--- src/rtl/bist_pkg.sv ---
// Shared definitions for the BIST output-response analyzer and Bist_control debug.
package bist_pkg;

    // Session state, 2-bit encoding shared with Bist_control debug visibility.
    typedef enum logic [1:0] {
        IDLE  = 2'b00,
        RUN   = 2'b01,
        CHECK = 2'b10,
        DONE  = 2'b11
    } bist_state_t;

    // MISR signature width {h2,h1,h0}.
    localparam int unsigned BIST_SIG_W = 3;

    // Fault-free signature; overwritten from the golden simulation when known.
    localparam logic [BIST_SIG_W-1:0] BIST_GOLDEN_SIG = 3'b000;

endpackage : bist_pkg

--- src/rtl/sat_counter.sv ---
// Up-counter with synchronous clear that holds once it reaches MAX.
module sat_counter #(
    parameter int unsigned      WIDTH = 8,
    parameter logic [WIDTH-1:0] MAX   = '1
) (
    input  logic             clk_i,
    input  logic             rst_i,
    input  logic             clr_i,
    input  logic             inc_i,
    output logic [WIDTH-1:0] cnt_o
);

    logic [WIDTH-1:0] cnt_q;
    logic [WIDTH-1:0] cnt_d;

    // Next count: clear has priority over increment; increment stops at MAX.
    always_comb begin
        cnt_d = cnt_q;
        if (clr_i) begin
            cnt_d = '0;
        end else if (inc_i && (cnt_q != MAX)) begin
            cnt_d = cnt_q + 1'b1;
        end
    end

    // Count register with synchronous active-high reset.
    always_ff @(posedge clk_i) begin
        if (rst_i) begin
            cnt_q <= '0;
        end else begin
            cnt_q <= cnt_d;
        end
    end

    assign cnt_o = cnt_q;

endmodule : sat_counter

--- src/rtl/bist_response_analyzer.sv ---
// Measures each BIST run, latches the final MISR signature, compares both
// against golden values and keeps a saturating count of failed sessions.
module bist_response_analyzer
    import bist_pkg::*;
#(
    parameter int unsigned      SIG_W      = BIST_SIG_W,
    parameter logic [SIG_W-1:0] GOLDEN_SIG = BIST_GOLDEN_SIG,
    parameter int unsigned      EXP_CYCLES = 16,
    parameter int unsigned      TIMEOUT    = 64,
    parameter int unsigned      CNT_W      = 8
) (
    input  logic             CLK,
    input  logic             RST,
    input  logic             bist_start,
    input  logic             bist_running,
    input  logic             bist_finish,
    input  logic [SIG_W-1:0] misr_sig,
    output logic             pass_fail,
    output logic             result_valid,
    output logic             timeout_err,
    output logic [CNT_W-1:0] fail_count,
    output logic [SIG_W-1:0] sig_captured
);

    // Run-length and watchdog counters share one width, wide enough for TIMEOUT.
    localparam int unsigned    CW       = $clog2(TIMEOUT + 1);
    localparam logic [CW-1:0]  CNT_MAX  = CW'(TIMEOUT);
    localparam logic [CW-1:0]  EXP_CNT  = CW'(EXP_CYCLES);
    localparam logic [CW-1:0]  WD_LAST  = CW'(TIMEOUT - 1);

    bist_state_t      state_q, state_d;
    logic             pass_q, pass_d;
    logic             valid_q, valid_d;
    logic             tmo_q, tmo_d;
    logic [SIG_W-1:0] sig_q, sig_d;

    logic [CW-1:0]    cycle_cnt_q;
    logic [CW-1:0]    wd_q;
    logic [CNT_W-1:0] fail_cnt_q;

    logic in_run;
    logic in_check;
    logic start_ok;
    logic finish_run;
    logic wd_expire;
    logic match;
    logic fail_inc;

    assign in_run     = (state_q == RUN);
    assign in_check   = (state_q == CHECK);
    // Start is only honoured between sessions; it is ignored in RUN and CHECK.
    assign start_ok   = bist_start && ((state_q == IDLE) || (state_q == DONE));
    assign finish_run = in_run && bist_finish;
    // The watchdog fires on the TIMEOUT-th RUN cycle; a finish on that same
    // edge takes precedence and the session is judged by the compare instead.
    assign wd_expire  = in_run && !bist_finish && (wd_q == WD_LAST);
    assign match      = (sig_q == GOLDEN_SIG) && (cycle_cnt_q == EXP_CNT);
    assign fail_inc   = wd_expire || (in_check && !match);

    // Cycles with bist_running=1 while in RUN, saturating at TIMEOUT.
    sat_counter #(
        .WIDTH (CW),
        .MAX   (CNT_MAX)
    ) u_cycle_cnt (
        .clk_i (CLK),
        .rst_i (RST),
        .clr_i (start_ok),
        .inc_i (in_run && bist_running),
        .cnt_o (cycle_cnt_q)
    );

    // Every cycle spent in RUN, regardless of bist_running.
    sat_counter #(
        .WIDTH (CW),
        .MAX   (CNT_MAX)
    ) u_watchdog (
        .clk_i (CLK),
        .rst_i (RST),
        .clr_i (start_ok),
        .inc_i (in_run),
        .cnt_o (wd_q)
    );

    // Failed sessions since reset; only RST clears it, saturates at all-ones.
    sat_counter #(
        .WIDTH (CNT_W)
    ) u_fail_cnt (
        .clk_i (CLK),
        .rst_i (RST),
        .clr_i (1'b0),
        .inc_i (fail_inc),
        .cnt_o (fail_cnt_q)
    );

    // Session FSM: IDLE/DONE wait for start, RUN waits for finish or
    // watchdog, CHECK is a single verdict cycle.
    always_comb begin
        state_d = state_q;
        unique case (state_q)
            IDLE: begin
                if (bist_start) begin
                    state_d = RUN;
                end
            end
            RUN: begin
                if (bist_finish) begin
                    state_d = CHECK;
                end else if (wd_expire) begin
                    state_d = DONE;
                end
            end
            CHECK: begin
                state_d = DONE;
            end
            DONE: begin
                if (bist_start) begin
                    state_d = RUN;
                end
            end
            default: begin
                state_d = IDLE;
            end
        endcase
    end

    // Verdict and capture registers: cleared on a new start, signature
    // latched on finish, verdict published on watchdog expiry or in CHECK.
    always_comb begin
        pass_d  = pass_q;
        valid_d = valid_q;
        tmo_d   = tmo_q;
        sig_d   = sig_q;
        if (start_ok) begin
            pass_d  = 1'b0;
            valid_d = 1'b0;
            tmo_d   = 1'b0;
        end
        if (finish_run) begin
            sig_d = misr_sig;
        end
        if (wd_expire) begin
            pass_d  = 1'b0;
            valid_d = 1'b1;
            tmo_d   = 1'b1;
        end
        if (in_check) begin
            pass_d  = match;
            valid_d = 1'b1;
        end
    end

    // State and verdict registers with synchronous active-high reset.
    always_ff @(posedge CLK) begin
        if (RST) begin
            state_q <= IDLE;
            pass_q  <= 1'b0;
            valid_q <= 1'b0;
            tmo_q   <= 1'b0;
            sig_q   <= '0;
        end else begin
            state_q <= state_d;
            pass_q  <= pass_d;
            valid_q <= valid_d;
            tmo_q   <= tmo_d;
            sig_q   <= sig_d;
        end
    end

    assign pass_fail    = pass_q;
    assign result_valid = valid_q;
    assign timeout_err  = tmo_q;
    assign fail_count   = fail_cnt_q;
    assign sig_captured = sig_q;

endmodule : bist_response_analyzer

--- config.mk ---
export PLATFORM = sky130hd
export DESIGN_NAME = bist_response_analyzer
export DESIGN_NICKNAME = d
export VERILOG_FILES = /design/src/rtl/bist_pkg.sv /design/src/rtl/sat_counter.sv /design/src/rtl/bist_response_analyzer.sv
export SDC_FILE = /design/constraint.sdc
export NUM_CORES = 1
export LEC_CHECK = 0
export BUFFER_PORTS_ARGS = -buffer_cell sky130_fd_sc_hd__buf_4
export CAP_MARGIN = 5
export CORE_AREA = 2 2 69 51
export DETAILED_ROUTE_END_ITERATION = 10
export DIE_AREA = 0 0 71 53
export GPL_ROUTABILITY_DRIVEN = 0
export PLACE_DENSITY = 0.8
export SLEW_MARGIN = 20
export SYNTH_ARGS = -nofsm -noshare
export SYNTH_HDL_FRONTEND = slang
export SYNTH_SLANG_ARGS = --single-unit
--- constraint.sdc ---
create_clock -name CLK -period 1.7 [get_ports CLK]
set_input_delay 0.255 -clock CLK [delete_from_list [all_inputs] [get_ports CLK]]
set_output_delay 0.255 -clock CLK [all_outputs]
set_load 0.01 [all_outputs]
==> results of run 1 <==
==> cell families after synthesis <==
logic type / count (synthesis)
mux: 3
xor+xnor: 12
fa+ha+maj: 7
simple gates: 89
compound gates: 22
buf+inv: 15
flops: 30
==> critical path, delay by kind of cell, from the launching register on <==
family | cells | cell delay [ns]
flip-flops | 1 | 0.32
AO/OA/AOI/OAI | 2 | 0.63
AND/OR/NAND/NOR | 3 | 0.74
==> layer usage <==
metal / vias to the layer above / wire [um] / part of all wire (%) / track usage [%]
met3: 7 / 197 / 5.1 / 5.90
li1: 737 / - / - / -
met1: 706 / 1900 / 49 / 30.2
met5: - / 0 / 0 / 0
met4: 0 / 56 / 1.5 / 8.49
met2: 43 / 1690 / 44 / 32.2
==> flip-flops by register name (all words and copies together) (netlist names) <==
name,count
state_q,2
sig_captured,3
u_watchdog.cnt_o,7
u_cycle_cnt.cnt_o,7
pass_fail,1
result_valid,1
u_fail_cnt.cnt_o,8
timeout_err,1
==> per-stage QoR <==
stage               setup WS, ns  power [uW]
floorplan                -0.0259        1290
global placement         -0.0551        1550
detailed placement        -0.140        1570
CTS                      -0.0776        2250
global route              -0.158        2460
finish                    -0.103        2310
==> where the power goes <==
group / total (uW) / internal, uW / switching, uW / leakage [uW]
Sequential: 828 / 782 / 46.3 / 0.000247
Clock: 596 / 326 / 270 / 0.0000482
Combinational: 889 / 431 / 458 / 0.000609
==> area by class of cell <==
cell class,count,area (um2)
clock buffers,7,86.3
clock inverters,1,5.00
fillers,210,918
inverters,11,41.3
multi-input cells,133,958
flip-flops and latches,30,611
well taps,38,47.5
repair buffers,54,417
==> repair_timing <==
item                       4_1_cts  5_1_grt
pin swaps                        6        4
gates resized for setup         12       14
setup buffers                    4        0
setup endpoints to repair        5       11
==> synth_stat cells, drive strengths merged, types with 2 or more instances <==
library cell   n  area share, %
dfxtp         30             40
nor2          28            7.0
nand2         17            4.2
nand3         15            5.0
inv           11            2.8
a21oi          9            3.0
xor2           8            4.7
ha             7            5.8
and3           4            1.7
nand4          4            1.7
xnor2          4            2.3
clkbuf         3           0.75
mux2           3            2.2
nor2b          3            1.3
nor3           3            1.0
nor3b          3            1.8
nor4b          3            1.8
o21ai          3            1.0
a311oi         2            1.2
nand2b         2           0.83
or4b           2            1.6
==> worst min-delay path by stage <==
stage	cells past startpoint	end	slack [ns]	from
after floorplan	1	state_q[0]$_SDFFE_PP0P_	0.37	bist_finish
after global placement	2	timeout_err$_SDFFE_PP0P_	0.45	timeout_err$_SDFFE_PP0P_
after detailed placement	2	timeout_err$_SDFFE_PP0P_	0.45	timeout_err$_SDFFE_PP0P_
after CTS	2	state_q[0]$_SDFFE_PP0P_	0.22	bist_finish
after global routing	2	state_q[0]$_SDFFE_PP0P_	0.23	bist_finish
final	2	state_q[0]$_SDFFE_PP0P_	0.22	bist_finish
==> run_results.csv, run 1 <==
group,metric,value,unit
drt,vias,1493,
logic_synthesis,muxShareOfSynthArea,2.25,%
timing,hold_violations,0,
drt,wirelength,3840,um
setup_path,crit_end,"u_fail_cnt.cnt_o[1]$_SDFFE_PP0P_",
clocking,cts.htree.levels,2,
cells_and_area,drive_above_1_share,40.7,%
timing,skew,0.00705,ns
logic_synthesis,ys_types,39,
timing,whs,0.221,ns
logic_synthesis,synth_top_family_by_area,"simple AND/OR/NAND/NOR gates",
logic_synthesis,yosys.area_share.adder,5.83,%
setup_path,crit_start,"u_cycle_cnt.cnt_o[6]$_SDFFE_PP0P_",
logic_synthesis,synth-xor-area-share,7.00,%
cells_and_area,insertedDiodeCount,0,
drt,vias_per_cell,5.45,
setup_path,cp_max_fo,6,
logic_synthesis,synth_ff_type,"dfxtp_1",
global_route,grt_max_degree,19,
cells_and_area,post-route-util,70.2,%
die,io-pin-count,22,
setup_path,critPathMaxStageDelay,0.49,ns
global_route,grt_use_total,21.8,%
global_route,grt_overflow,0,
clocking,cts.sinks,30,
timing,slew_violations,0,
setup_path,r2r_start,"u_cycle_cnt.cnt_o[6]$_SDFFE_PP0P_",
cells_and_area,stdcell_count,274,
clocking,hold_buffers,0,
setup_path,r2r_end,"u_fail_cnt.cnt_o[1]$_SDFFE_PP0P_",
die,die_w,71,um
logic_synthesis,ys_warn_count,0,
logic_synthesis,synth_async_sr_flop_share,0,%
clocking,cts_tree,"built",
place,placed_area,1940,um2
setup_path,cp-end-kind,"flip-flop",
setup_path,path_class,"flip-flop to flip-flop",
drt,drt_iter0_drc,113,
die,dieArea,3760,um2
run,cap_violations,0,
die,rows,17,
drt,wl_per_cell,14.0,um
timing,grt_setup_unrepaired,"yes",
setup_path,reg2reg_depth,5,
cells_and_area,areaGrowthSynthToFinish,44.3,%
pwr,p_per_area,1070,nW/um2
min_path,hold_class,"input pin to flip-flop",
pwr,p_leak,0.000904,uW
global_route,antenna_found_initial,0,
logic_synthesis,ys_seq_elements,30,
global_route,grt_first_pass_wirelength,6240,um
place,dp_hpwl,2570,um
setup_path,arrival,1.98,ns
drt,drc,0,
clocking,root_buffer,"clkbuf_8",
logic_synthesis,yosysSeqAreaShare,40.0,%
timing,setup_tns,-0.498,ns
place,dp.cells,262,
pwr,vdd_drop_max,0.000726,V
timing,setup-violations-final,7,
run_status,violations,"negative setup slack",
logic_synthesis,netlist_area,1500,um2
die,core,3080,um2
setup_path,path_cells,"nor2_1 > or4b_4 > a221o_2 > and2_4 > a31o_1",
logic_synthesis,synth_simple_gate_area_share,30.4,%
clocking,cts.path.max_buffers,2,
run_status,status,"finished with violations",
setup_path,slowest_stage,"or4b_4",
timing,layout_setup_ws,-0.103,ns
logic_synthesis,synthCells,178,
logic_synthesis,syn_nets,193,
place,port_buffers,21,
cells_and_area,nets,250,
die,initial_core_util,48.7,%
clocking,cts_buffers,5,
setup_path,cp.required,1.88,ns
cells_and_area,mostFrequentLayoutCells,"buf_4 (51), nor2_1 (26), dfxtp_1 (22), nand2_1 (17), nand3_1 (14)",
logic_synthesis,synth-compound-area-share,10.7,%
timing,period_share,106,%
timing,final.min_clock_period,1.80,ns
die,die-height,53,um
cells_and_area,final_common_cell,"buf_4",
timing,tightest_slew,0.330,ns
cells_and_area,fin_area,2170,um2
drt,first_pass_iters,4,
logic_synthesis,synth_edf_count,0,
clocking,clk_latency,0.29,ns
timing,fmax,555,MHz
clocking,clkTransAtPathRegs,0.06,ns
setup_path,startpoint_type,"flip-flop",
logic_synthesis,synth_area_per_cell,8.44,um2
global_route,grt_pass1_vias,1343,
drt,antenna_left,0,
timing,slew_headroom,77.9,%
setup_path,reg2reg_slack,-0.10,ns
Note: power is estimated with default switching activity, not from simulation.
==> run 2, diff against run 1 <==
--- a/config.mk
+++ b/config.mk
@@ -12,6 +12,7 @@
 export DIE_AREA = 0 0 71 53
 export GPL_ROUTABILITY_DRIVEN = 0
 export PLACE_DENSITY = 0.8
+export SETUP_SLACK_MARGIN = 0.02
 export SLEW_MARGIN = 20
 export SYNTH_ARGS = -nofsm -noshare
 export SYNTH_HDL_FRONTEND = slang
==> run_results.csv, run 2 (synthesis results as in run 1) <==
group,metric,value,unit
setup_path,critPathMaxStageDelay,0.50,ns
setup_path,slowest_stage,"or4b_4",
setup_path,arrival,1.98,ns
setup_path,path_cells,"nor2_1 > or4b_4 > a221oi_4 > nor4b_2 > mux2_1",
min_path,whs_path_depth,3,
global_route,antenna_found_initial,0,
die,die_w,71,um
run_status,status,"finished with violations",
setup_path,critical-path-top-delay-family,"simple AND/OR/NAND/NOR gates",
cells_and_area,mostFrequentLayoutCells,"buf_4 (51), nor2_1 (25), dfxtp_1 (22), nand2_1 (17), nand3_1 (15)",
cells_and_area,nets,248,
setup_path,reg2reg_slack,-0.11,ns
global_route,grt_first_pass_wirelength,6090,um
pwr,total_power,2180,uW
timing,slew_violations,0,
die,rows,17,
pwr,power.clock.fraction,24.7,%
drt,first_pass_iters,4,
run_status,violations,"negative setup slack",
pwr,pwr-share-comb,36.9,%
die,initial_core_util,48.7,%
timing,grt_setup_unrepaired,"yes",
drt,drt_iter0_drc,62,
timing,final.min_clock_period,1.81,ns
clocking,root_buffer,"clkbuf_8",
setup_path,cp.required,1.87,ns
die,die-height,53,um
timing,slew_headroom,77.8,%
timing,period_share,106,%
timing,skew,0.0100,ns
clocking,cts_buffers,5,
cells_and_area,largest_reg_flops,8,
drt,wirelength,3750,um
cells_and_area,nFillCells,245,
setup_path,path_class,"flip-flop to flip-flop",
timing,whs,0.226,ns
place,dp_slack,-0.135,ns
pwr,switching_share,33.4,%
global_route,grt_pass1_vias,1384,
pwr,p_int,1460,uW
cells_and_area,post-route-util,68.0,%
drt,drc,0,
cells_and_area,drive_above_1_share,36.1,%
clocking,cts.path.max_buffers,2,
timing,hold_violations,0,
die,core,3080,um2
min_path,hold_class,"input pin to flip-flop",
clocking,cts_tree,"built",
cells_and_area,final_common_cell,"buf_4",
drt,vias,1469,
pwr,p_seq_share,38.3,%
min_path,hold_end,"sig_captured[2]$_SDFFE_PP0P_",
cells_and_area,areaGrowthSynthToFinish,39.7,%
clocking,cts.sinks,30,
die,dieArea,3760,um2
timing,tightest_slew,0.333,ns
timing,setup_tns,-0.702,ns
drt,antenna_left,0,
setup_path,crit_buf_inv,0,
place,port_buffers,21,
timing,setup-violations-final,8,
pwr,p_per_area,1040,nW/um2
clocking,clk_latency,0.29,ns
min_path,worstHoldStart,"misr_sig[2]",
setup_path,cp_max_fo,4,
pwr,p_switching,729,uW
setup_path,cp-end-kind,"flip-flop",
drt,vias_per_cell,5.42,
global_route,grt_overflow,0,
timing,layout_setup_ws,-0.110,ns
setup_path,startpoint_type,"flip-flop",
cells_and_area,insertedDiodeCount,0,
setup_path,r2r_start,"u_cycle_cnt.cnt_o[6]$_SDFFE_PP0P_",
drt,wl_per_cell,13.8,um
timing,fmax,552,MHz
setup_path,reg2reg_depth,5,
clocking,clkTransAtPathRegs,0.06,ns
place,dp_hpwl,2630,um
clocking,cts.htree.levels,2,
global_route,grt_use_total,21.4,%
pwr,p_leak,0.000860,uW
global_route,grt_max_degree,19,
setup_path,r2r_end,"u_fail_cnt.cnt_o[5]$_SDFFE_PP0P_",
pwr,vdd_drop_max,0.000576,V
run,cap_violations,0,
die,io-pin-count,22,
-- run 2: final cells by class --
class                           count  area (um2)  area share (%)
Multi-Input combinational cell    133         922            44.0
Sequential cell                    30         616            29.4
Clock buffer                        7        76.3            3.64
Timing Repair Buffer               52         394            18.8
Inverter                           11        41.3            1.97
Tap cell                           38        47.5            2.27
-- run 2: how the worst max path moves through the flow --
| stage | from | endpoint | slack, ns | cells past startpoint |
|---|---|---|---|---|
| detailed placement | u_cycle_cnt.cnt_o[6]$_SDFFE_PP0P_ | u_fail_cnt.cnt_o[7]$_SDFFE_PP0P_ | -0.14 | 5 |
| CTS | u_cycle_cnt.cnt_o[6]$_SDFFE_PP0P_ | u_fail_cnt.cnt_o[7]$_SDFFE_PP0P_ | -0.13 | 5 |
| global route | u_cycle_cnt.cnt_o[6]$_SDFFE_PP0P_ | u_fail_cnt.cnt_o[4]$_SDFFE_PP0P_ | -0.16 | 6 |
| floorplan | sig_captured[0]$_SDFFE_PP0P_ | u_fail_cnt.cnt_o[1]$_SDFFE_PP0P_ | -0.04 | 4 |
| global placement | u_cycle_cnt.cnt_o[6]$_SDFFE_PP0P_ | u_fail_cnt.cnt_o[7]$_SDFFE_PP0P_ | -0.07 | 5 |
| finish | u_cycle_cnt.cnt_o[6]$_SDFFE_PP0P_ | u_fail_cnt.cnt_o[5]$_SDFFE_PP0P_ | -0.11 | 5 |
-- run 2: layer usage --
metal / global-route usage (%) / part of all wire [%]
met1: 27.7 / 46
met2: 32.9 / 45
met3: 7.24 / 7.4
met4: 8.49 / 1.8
met5: 0 / 0
-- run 2: power groups by stage --
stage	Sequential (uW)	Combinational, uW	Clock (uW)
after floorplan	859	435	0
after global placement	839	699	0
after detailed placement	842	715	0
after CTS	828	758	546
after global routing	848	877	579
final	838	806	540
-- run 2: per-stage QoR --
| step | cell area, um2 | instances |
|---|---|---|
| after CTS | 2050 | 270 |
| after detailed placement | 1940 | 261 |
| after global routing | 2100 | 271 |
| after floorplan | 1540 | 178 |
| after global placement | 1940 | 261 |
| final | 2100 | 271 |
-- run 2: worst register-to-register path: cells and delay by family, from the launching register on --
kind | cells | cell delay [ns]
AO/OA/AOI/OAI | 1 | 0.36
multiplexers | 1 | 0.32
flip-flops | 1 | 0.31
AND/OR/NAND/NOR | 3 | 0.70
-- run 2: repair_timing --
action / CTS / global route
resized for setup: 4 / 11
pin swaps: 3 / 7
hold buffers: 0 / 0
endpoints found under the setup margin: 10 / 13
buffers inserted: 2 / 1
==> run 3, diff against run 2 <==
--- a/config.mk
+++ b/config.mk
@@ -7,11 +7,13 @@
 export LEC_CHECK = 0
 export BUFFER_PORTS_ARGS = -buffer_cell sky130_fd_sc_hd__buf_4
 export CAP_MARGIN = 5
-export CORE_AREA = 2 2 69 51
+export CELL_PAD_IN_SITES_DETAIL_PLACEMENT = 0
+export CELL_PAD_IN_SITES_GLOBAL_PLACEMENT = 1
+export CORE_AREA = 2 2 80 59
 export DETAILED_ROUTE_END_ITERATION = 10
-export DIE_AREA = 0 0 71 53
+export DIE_AREA = 0 0 82 61
 export GPL_ROUTABILITY_DRIVEN = 0
-export PLACE_DENSITY = 0.8
+export PLACE_DENSITY = 0.79
 export SETUP_SLACK_MARGIN = 0.02
 export SLEW_MARGIN = 20
 export SYNTH_ARGS = -nofsm -noshare
==> run_results.csv, run 3 (synthesis results as in run 1) <==
group,metric,value,unit
run_status,status,"finished with violations",
run_status,violations,"negative setup slack",
setup_path,arrival,1.99,ns
clocking,cts.path.max_buffers,2,
timing,tightest_slew,0.444,ns
timing,final.min_clock_period,1.81,ns
cells_and_area,drive_above_1_share,39.8,%
drt,drt_iter0_drc,76,
setup_path,path_cells,"nor2_1 > or4b_4 > a221o_1 > and2_4 > a31o_1",
pwr,power.clock.fraction,26.2,%
cells_and_area,areaGrowthSynthToFinish,46.1,%
setup_path,cp_max_fo,4,
timing,fmax,551,MHz
clocking,clk_latency,0.29,ns
global_route,antenna_found_initial,0,
pwr,p_leak,0.000914,uW
drt,wirelength,3790,um
cells_and_area,nets,255,
die,io-pin-count,22,
cells_and_area,insertedDiodeCount,0,
timing,slew_headroom,70.2,%
clocking,cts.htree.levels,2,
global_route,grt_overflow,0,
cells_and_area,post-route-util,52.2,%
cells_and_area,mostFrequentLayoutCells,"buf_4 (56), nor2_1 (25), dfxtp_1 (22), nand2_1 (17), nand3_1 (14)",
pwr,p_int,1530,uW
pwr,p_seq_share,36.0,%
clocking,cts_tree,"built",
setup_path,startpoint_type,"flip-flop",
drt,antenna_left,0,
pwr,pwr-share-comb,37.8,%
clocking,clkTransAtPathRegs,0.07,ns
cells_and_area,stdcell_count,296,
drt,first_pass_iters,4,
cells_and_area,nFillCells,391,
global_route,grt_max_degree,19,
drt,vias_per_cell,4.86,
setup_path,slowest_stage,"or4b_4",
setup_path,reg2reg_slack,-0.11,ns
global_route,grt_pass1_vias,1337,
place,dp_slack,-0.136,ns
setup_path,r2r_start,"sig_captured[2]$_SDFFE_PP0P_",
timing,setup-violations-final,8,
setup_path,reg2reg_depth,5,
timing,layout_setup_ws,-0.114,ns
die,rows,20,
timing,slew_violations,0,
setup_path,r2r_end,"u_fail_cnt.cnt_o[1]$_SDFFE_PP0P_",
run,cap_violations,0,
pwr,vdd_drop_max,0.000479,V
drt,wl_per_cell,12.8,um
global_route,grt_use_total,17.4,%
die,initial_core_util,35.7,%
global_route,grt_first_pass_wirelength,6330,um
pwr,switching_share,33.2,%
setup_path,cp.required,1.87,ns
die,die-height,61,um
timing,whs,0.209,ns
pwr,p_per_area,1040,nW/um2
pwr,p_switching,760,uW
clocking,cts.sinks,30,
die,die_w,82,um
timing,hold_violations,0,
clocking,cts_buffers,5,
drt,vias,1439,
drt,drc,0,
setup_path,crit_end,"u_fail_cnt.cnt_o[1]$_SDFFE_PP0P_",
clocking,root_buffer,"clkbuf_8",
timing,skew,0.00541,ns
cells_and_area,largest_reg_flops,8,
setup_path,path_class,"flip-flop to flip-flop",
setup_path,crit_start,"sig_captured[2]$_SDFFE_PP0P_",
die,core,4200,um2
setup_path,cp-end-kind,"flip-flop",
min_path,hold_class,"input pin to flip-flop",
cells_and_area,final_common_cell,"buf_4",
timing,period_share,107,%
setup_path,critPathMaxStageDelay,0.49,ns
place,dp_hpwl,2850,um
timing,grt_setup_unrepaired,"yes",
place,port_buffers,21,
place,dp.cells,285,
die,dieArea,5000,um2
run 3: power by group through the flow:
stage | Clock (uW) | Combinational (uW) | Sequential [uW]
detailed placement | 0 | 760 | 837
global route | 645 | 943 | 832
CTS | 619 | 820 | 822
finish | 601 | 866 | 825
global placement | 0 | 755 | 835
floorplan | 0 | 435 | 859
run 3: what timing repair did:
item / CTS / global route
hold buffers: 0 / 0
setup endpoints to repair: 6 / 11
pin swaps: 10 / 2
setup buffers: 2 / 1
resized for setup: 5 / 12
run 3: routing by layer:
metal	vias to the layer above	wire, um	global-route usage, %
li1	745	-	-
met1	653	2070	25.3
met2	36	1510	23.7
met3	5	176	5.80
met4	0	35	6.43
met5	-	0	0
run 3: worst min-delay path by stage:
stage | startpoint | to | slack [ns] | depth (start not counted)
finish | bist_finish | state_q[0]$_SDFFE_PP0P_ | 0.21 | 2
global route | bist_finish | state_q[0]$_SDFFE_PP0P_ | 0.21 | 2
CTS | bist_finish | state_q[0]$_SDFFE_PP0P_ | 0.20 | 2
detailed placement | result_valid$_SDFFE_PP0P_ | result_valid$_SDFFE_PP0P_ | 0.47 | 2
global placement | result_valid$_SDFFE_PP0P_ | result_valid$_SDFFE_PP0P_ | 0.47 | 2
floorplan | bist_finish | state_q[0]$_SDFFE_PP0P_ | 0.37 | 1
run 3: area by class of cell:
class	instances	area, um2	area share (%)
inverter	11	41.3	1.88
clock inverter	1	5.00	0.228
timing repair buffer	59	454	20.7
clock buffer	7	86.3	3.94
sequential	30	611	27.8
tap	55	68.8	3.14
multi-input combinational	133	927	42.3
run 3: per-stage QoR:
stage	setup TNS, ns	total power (uW)	instance area [um2]
3_5_place_dp	-0.496	1600	2020
4_1_cts	-0.492	2260	2140
5_1_grt	-1.14	2420	2190
3_3_place_gp	-0.274	1590	2020
2_1_floorplan	-0.110	1290	1540
6_report	-0.584	2290	2190
run 3: worst max-delay path: cells and delay by family, from the launching register on:
family / cells / cell delay (ns)
and+or+nand+nor: 3 / 0.77
DFF: 1 / 0.32
AOI/OAI and AO/OA: 2 / 0.61
